$ cat src/rtl/fetch_instr_queue.sv
// fetch_instr_queue: 2-wide in-order fetch-to-decode FIFO with compaction, flush and back-pressure.
// Optional same-cycle bypass when empty: define FETCH_Q_BYPASS_EN.
`ifndef ADDR_WIDTH
`define ADDR_WIDTH 32
`endif
module fetch_instr_queue #(
  parameter int DEPTH = 8,
  parameter int ADDR_WIDTH = `ADDR_WIDTH
) (
  input  logic                      clk,
  input  logic                      reset,
  input  logic                      ext_flush,
  input  logic [1:0]                in_valid,
  input  logic [2*ADDR_WIDTH-1:0]   in_pc,
  input  logic [63:0]               in_instr,
  input  logic [1:0]                in_guesses_br,
  input  logic [2*ADDR_WIDTH-1:0]   in_prediction,
  output logic                      q_stall,
  output logic [1:0]                out_valid,
  output logic [2*ADDR_WIDTH-1:0]   out_pc,
  output logic [63:0]               out_instr,
  output logic [1:0]                out_guesses_br,
  output logic [2*ADDR_WIDTH-1:0]   out_prediction,
  input  logic [1:0]                deq_ready,
  output logic [$clog2(DEPTH):0]    occupancy
);
  localparam int PW = $clog2(DEPTH);
  localparam int AW = ADDR_WIDTH;
  localparam int EW = 2*AW + 33;
  localparam logic [PW:0] LIM = (PW+1)'(DEPTH-2);
  typedef logic [EW-1:0] ent_t;
  logic [PW-1:0] head, tail;
  logic [PW:0] count;
  ent_t mem [DEPTH];
  ent_t ie [2];
  ent_t ce [2];
  ent_t qe [2];
  ent_t oe [2];
  logic [1:0] cv, qv, v, d, n_enq, n_deq, n_wr, skip, hd;
  logic bp, enq_ok;
  // Entry layout: {pc, instr, guesses_br, prediction}
  always_comb begin
    for (int k = 0; k < 2; k++)
      ie[k] = {in_pc[k*AW +: AW], in_instr[k*32 +: 32], in_guesses_br[k], in_prediction[k*AW +: AW]};
    ce[0] = in_valid[0] ? ie[0] : ie[1];
    ce[1] = ie[1];
    cv = {&in_valid, |in_valid};
    n_enq = {1'b0, cv[0]} + {1'b0, cv[1]};
    q_stall = count > LIM;
    qe[0] = mem[head];
    qe[1] = mem[head + PW'(1)];
    qv = {|count[PW:1], |count};
`ifdef FETCH_Q_BYPASS_EN
    bp = reset && count == '0 && !ext_flush;
`else
    bp = 1'b0;
`endif
    v = bp ? cv : qv;
    for (int k = 0; k < 2; k++) begin
      oe[k] = v[k] ? (bp ? ce[k] : qe[k]) : '0;
      out_pc[k*AW +: AW] = oe[k][EW-1 -: AW];
      out_instr[k*32 +: 32] = oe[k][AW+32:AW+1];
      out_guesses_br[k] = oe[k][AW];
      out_prediction[k*AW +: AW] = oe[k][AW-1:0];
    end
    out_valid = v;
    d[0] = v[0] & deq_ready[0];
    d[1] = d[0] & v[1] & deq_ready[1];
    n_deq = {1'b0, d[0]} + {1'b0, d[1]};
    enq_ok = !q_stall && !ext_flush;
    // Bypassed entries taken by decode this cycle skip the RAM entirely
    skip = bp ? n_deq : 2'd0;
    n_wr = enq_ok ? n_enq - skip : 2'd0;
    hd = bp ? 2'd0 : n_deq;
    occupancy = count;
  end
  always_ff @(posedge clk or negedge reset)
    if (!reset) begin
      head <= '0;
      tail <= '0;
      count <= '0;
    end else if (ext_flush) begin
      head <= '0;
      tail <= '0;
      count <= '0;
    end else begin
      head <= head + PW'(hd);
      tail <= tail + PW'(n_wr);
      count <= count + (PW+1)'(n_wr) - (PW+1)'(hd);
    end
  always_ff @(posedge clk) begin
    if (reset && n_wr != 2'd0) mem[tail] <= ce[skip[0]];
    if (reset && n_wr == 2'd2) mem[tail + PW'(1)] <= ce[1];
  end
endmodule

$ cat config.mk
export PLATFORM = sky130hd
export DESIGN_NAME = fetch_instr_queue
export DESIGN_NICKNAME = d
export VERILOG_FILES = /design/src/rtl/fetch_instr_queue.sv
export SDC_FILE = /design/constraint.sdc
export NUM_CORES = 2
export LEC_CHECK = 0
export CAP_MARGIN = 20
export CORE_MARGIN = 10
export CORE_UTILIZATION = 40
export DETAILED_ROUTE_END_ITERATION = 6
export PLACE_DENSITY = 0.65
export SLEW_MARGIN = 20
export SYNTH_ARGS = -nofsm -noshare
export SYNTH_HDL_FRONTEND = slang
export SYNTH_SLANG_ARGS = --single-unit
$ cat constraint.sdc
create_clock -name clk -period 9.5 [get_ports clk]
set_input_delay 1.425 -clock clk [delete_from_list [all_inputs] [get_ports clk]]
set_output_delay 1.425 -clock clk [all_outputs]
set_load 0.03 [all_outputs]
==> run_results.csv <==
group,metric,value,unit
clocking,hold_buffers,0,
route,drt_iter0_markers,4784,
clocking,h-tree-depth,3,
place,io_buffers,401,
yosys,dominantRegCellSynth,"edfxtp_1",
worst_setup_path,crit_arrival,5.12,ns
floorplan,fp.dieArea,133000,um^2
yosys,yosys-top-cells-area,"edfxtp_1 49%, a21oi_1 9.3%, mux2_2 8.3%",
floorplan,rows,126,
clocking,clock_sinks,786,
clocking,root_buffer,"clkbuf_16",
route,routedWlPerCell,26.8,um
worst_setup_path,path_class,"register to output pin",
sta,fin_crit,6.54,ns
sta,hold_viol_final,0,
route,firstDrtPassIters,7,
clocking,cts_resized,0,
yosys,synth_cell_type_count,46,
clocking,clk_latency,0.68,ns
yosys,yosysMostFrequentCell,"a21oi_1",
clocking,cts_buffers,92,
yosys,synth_top_area_share,49.0,%
outcome,violations,"design-rule violations",
yosys,netlist_instances,4788,
grt,grt_antenna_before_repair,23,
place,place_congestion,0.818,
sta,finalMaxSlewViolations,0,
worst_hold_path,min_path_type,"register to register",
floorplan,die_y,365,um
floorplan,start_util,40.3,%
grt,top_usage_layer,"met2",
clocking,cts_setup_buffers,0,
grt,globalRouteOverflowTotal,0,
yosys,synthTopCellsByCount,"881 x a21oi_1, 785 x nand2_1, 776 x edfxtp_1",
yosys,async_reset_ff_share,1.27,%
outcome,status,"finished, violations left",
sta,setup_viol,0,
floorplan,die_x,365,um
worst_setup_path,cp_max_fo,35,
route,drc,1,
route,antenna_left,0,
power,p_leak,18.9,nW
grt,grt_pass1_wl,250000,um
grt,met1_usage,32.3,%
layout,fill_cells,10699,
layout,area_growth,16.5,%
floorplan,core-area,118000,um^2
route,drt_wl_total,173000,um
sta,slew_headroom,19.5,%
grt,grt_pass1_vias,38358,
power,max-vdd-ir-drop,0.273,mV
yosys,syn_avg_cell_area,9.92,um^2
sta,setup_tns,0,ns
place,dp_hpwl,93900,um
layout,drive_above_1_share,13.7,%
yosys,seq_area_frac_synth,49.6,%
clocking,clockBufferDepth,3,
sta,finClkSkew,0.0232,ns
grt,grt_max_degree,235,
grt,use_met3,5.62,%
clocking,cts_tree,"yes",
layout,fin_util,46.9,%
sta,post-route-period-util,68.9,%
worst_setup_path,crit_path_start_kind,"register",
route,vias,39517,
flow_run,cap_violations,0,
sta,fmax,153,MHz
yosys,synth_area,47500,um^2
clocking,path_clk_slew,0.06,ns
floorplan,ios,402,
layout,finalNetCount,5066,
grt,use_met2,40.5,%
sta,rsz0062_at_grt,"false",
worst_setup_path,crit_required,8.08,ns
yosys,synth.ff_latch_count,786,
yosys,ys_warn_count,0,
sta,timing_worst_slew_pin_value,1.21,ns
yosys,synth_top_area_cell,"edfxtp_1",
yosys,synth_edf_count,776,
worst_setup_path,end_kind,"output pin",
grt,grt_usage,25.0,%
route,via_per_inst,6.11,
power,powerDensity,265,nW/um^2
yosys,synth_fp_nets,5005,
state kept, by name, indices dropped and copies added, names as in the netlist:
register   flops
head           3
mem          776
occupancy      4
tail           3
routing by layer:
metal | up-vias | part of all wire, %
met1 | 19030 | 39
met5 | - | 0.083
li1 | 17588 | -
met3 | 469 | 11
met4 | 26 | 3.7
met2 | 2404 | 46
kinds of logic (layout without fill, tap and decap cells):
family,after synthesis,after routing,share of synthesized area [%]
AO/OA/AOI/OAI,1084,1084,12.5
XOR/XNOR,8,8,0.163
adder cells (fa/ha/maj),16,16,0.485
buffers and inverters,517,652,4.46
flip-flops,786,786,49.6
multiplexers,583,583,15.9
other,0,7,0
AND/OR/NAND/NOR,1794,1794,17.0
layout by cell type (no fill, tap or decap), types with 12 or more instances in the layout:
cell / n
clkinv_1: 24
inv_1: 14
edfxtp_1: 776
mux2_2: 351
clkinv_2: 12
nand2_1: 782
or4_1: 97
mux2i_1: 97
nor2_1: 495
buf_12: 15
clkbuf_16: 95
ha_1: 12
mux2_1: 38
clkbuf_1: 20
nor2b_1: 200
nor3_1: 97
a21oi_1: 874
mux4_2: 97
nor4_1: 97
clkdlybuf4s50_1: 400
a211oi_1: 193
buf_4: 50
worst paths after layout:
kind / startpoint / to / slack, ns / cells past startpoint
max in group asynchronous: reset / head[1] / 8.17 / 2
max: head[0] / out_prediction[35] / 2.96 / 7
max reg2reg: occupancy[3] / mem[7][51] / 4.67 / 8
min: tail[2] / tail[2] / 0.78 / 2
min reg2reg: tail[2] / tail[2] / 0.78 / 2
min in group asynchronous: reset / occupancy[2] / 1.09 / 2
where the power goes:
part	leakage [nW]	switching [mW]	total (mW)	internal, mW
clock network	1.40	1.47	3.46	1.99
logic	10.4	4.62	7.11	2.49
registers	7.12	0.133	4.07	3.94
worst max-delay path: stages, from the launching register on:
cell and delay, ns:
dfrtp_4 0.82, buf_4 0.62, nor2_1 0.17, nand2_4 0.53
buf_4 0.69, a21oi_1 0.08, or4_1 0.76, clkdlybuf4s50_1 0.70
final cells by class:
cell class                 instances  area [um^2]  area share, %
multi-input combinational       3485        22100           40.0
clock inverter                    53          438          0.791
tap                             1536         1920           3.47
sequential                       786        23600           42.6
clock buffer                     115         2450           4.43
antenna                            7         17.5         0.0317
timing repair buffer             469         4780           8.63
inverter                          15         56.3          0.102
stage by stage:
stage	cells	area (um^2)	setup WS (ns)	hold slack, ns	power [mW]
CTS	6455	55200	2.94	0.750	14.7
detailed placement	6287	52300	3.36	0.737	11.2
global placement	6286	52300	3.40	0.730	11.2
global route	6464	55300	2.87	0.817	15.2
finish	6466	55300	2.96	0.775	14.6
floorplan	4788	47500	1.48	0.612	8.13
Note: power is estimated with default switching activity, not from simulation.
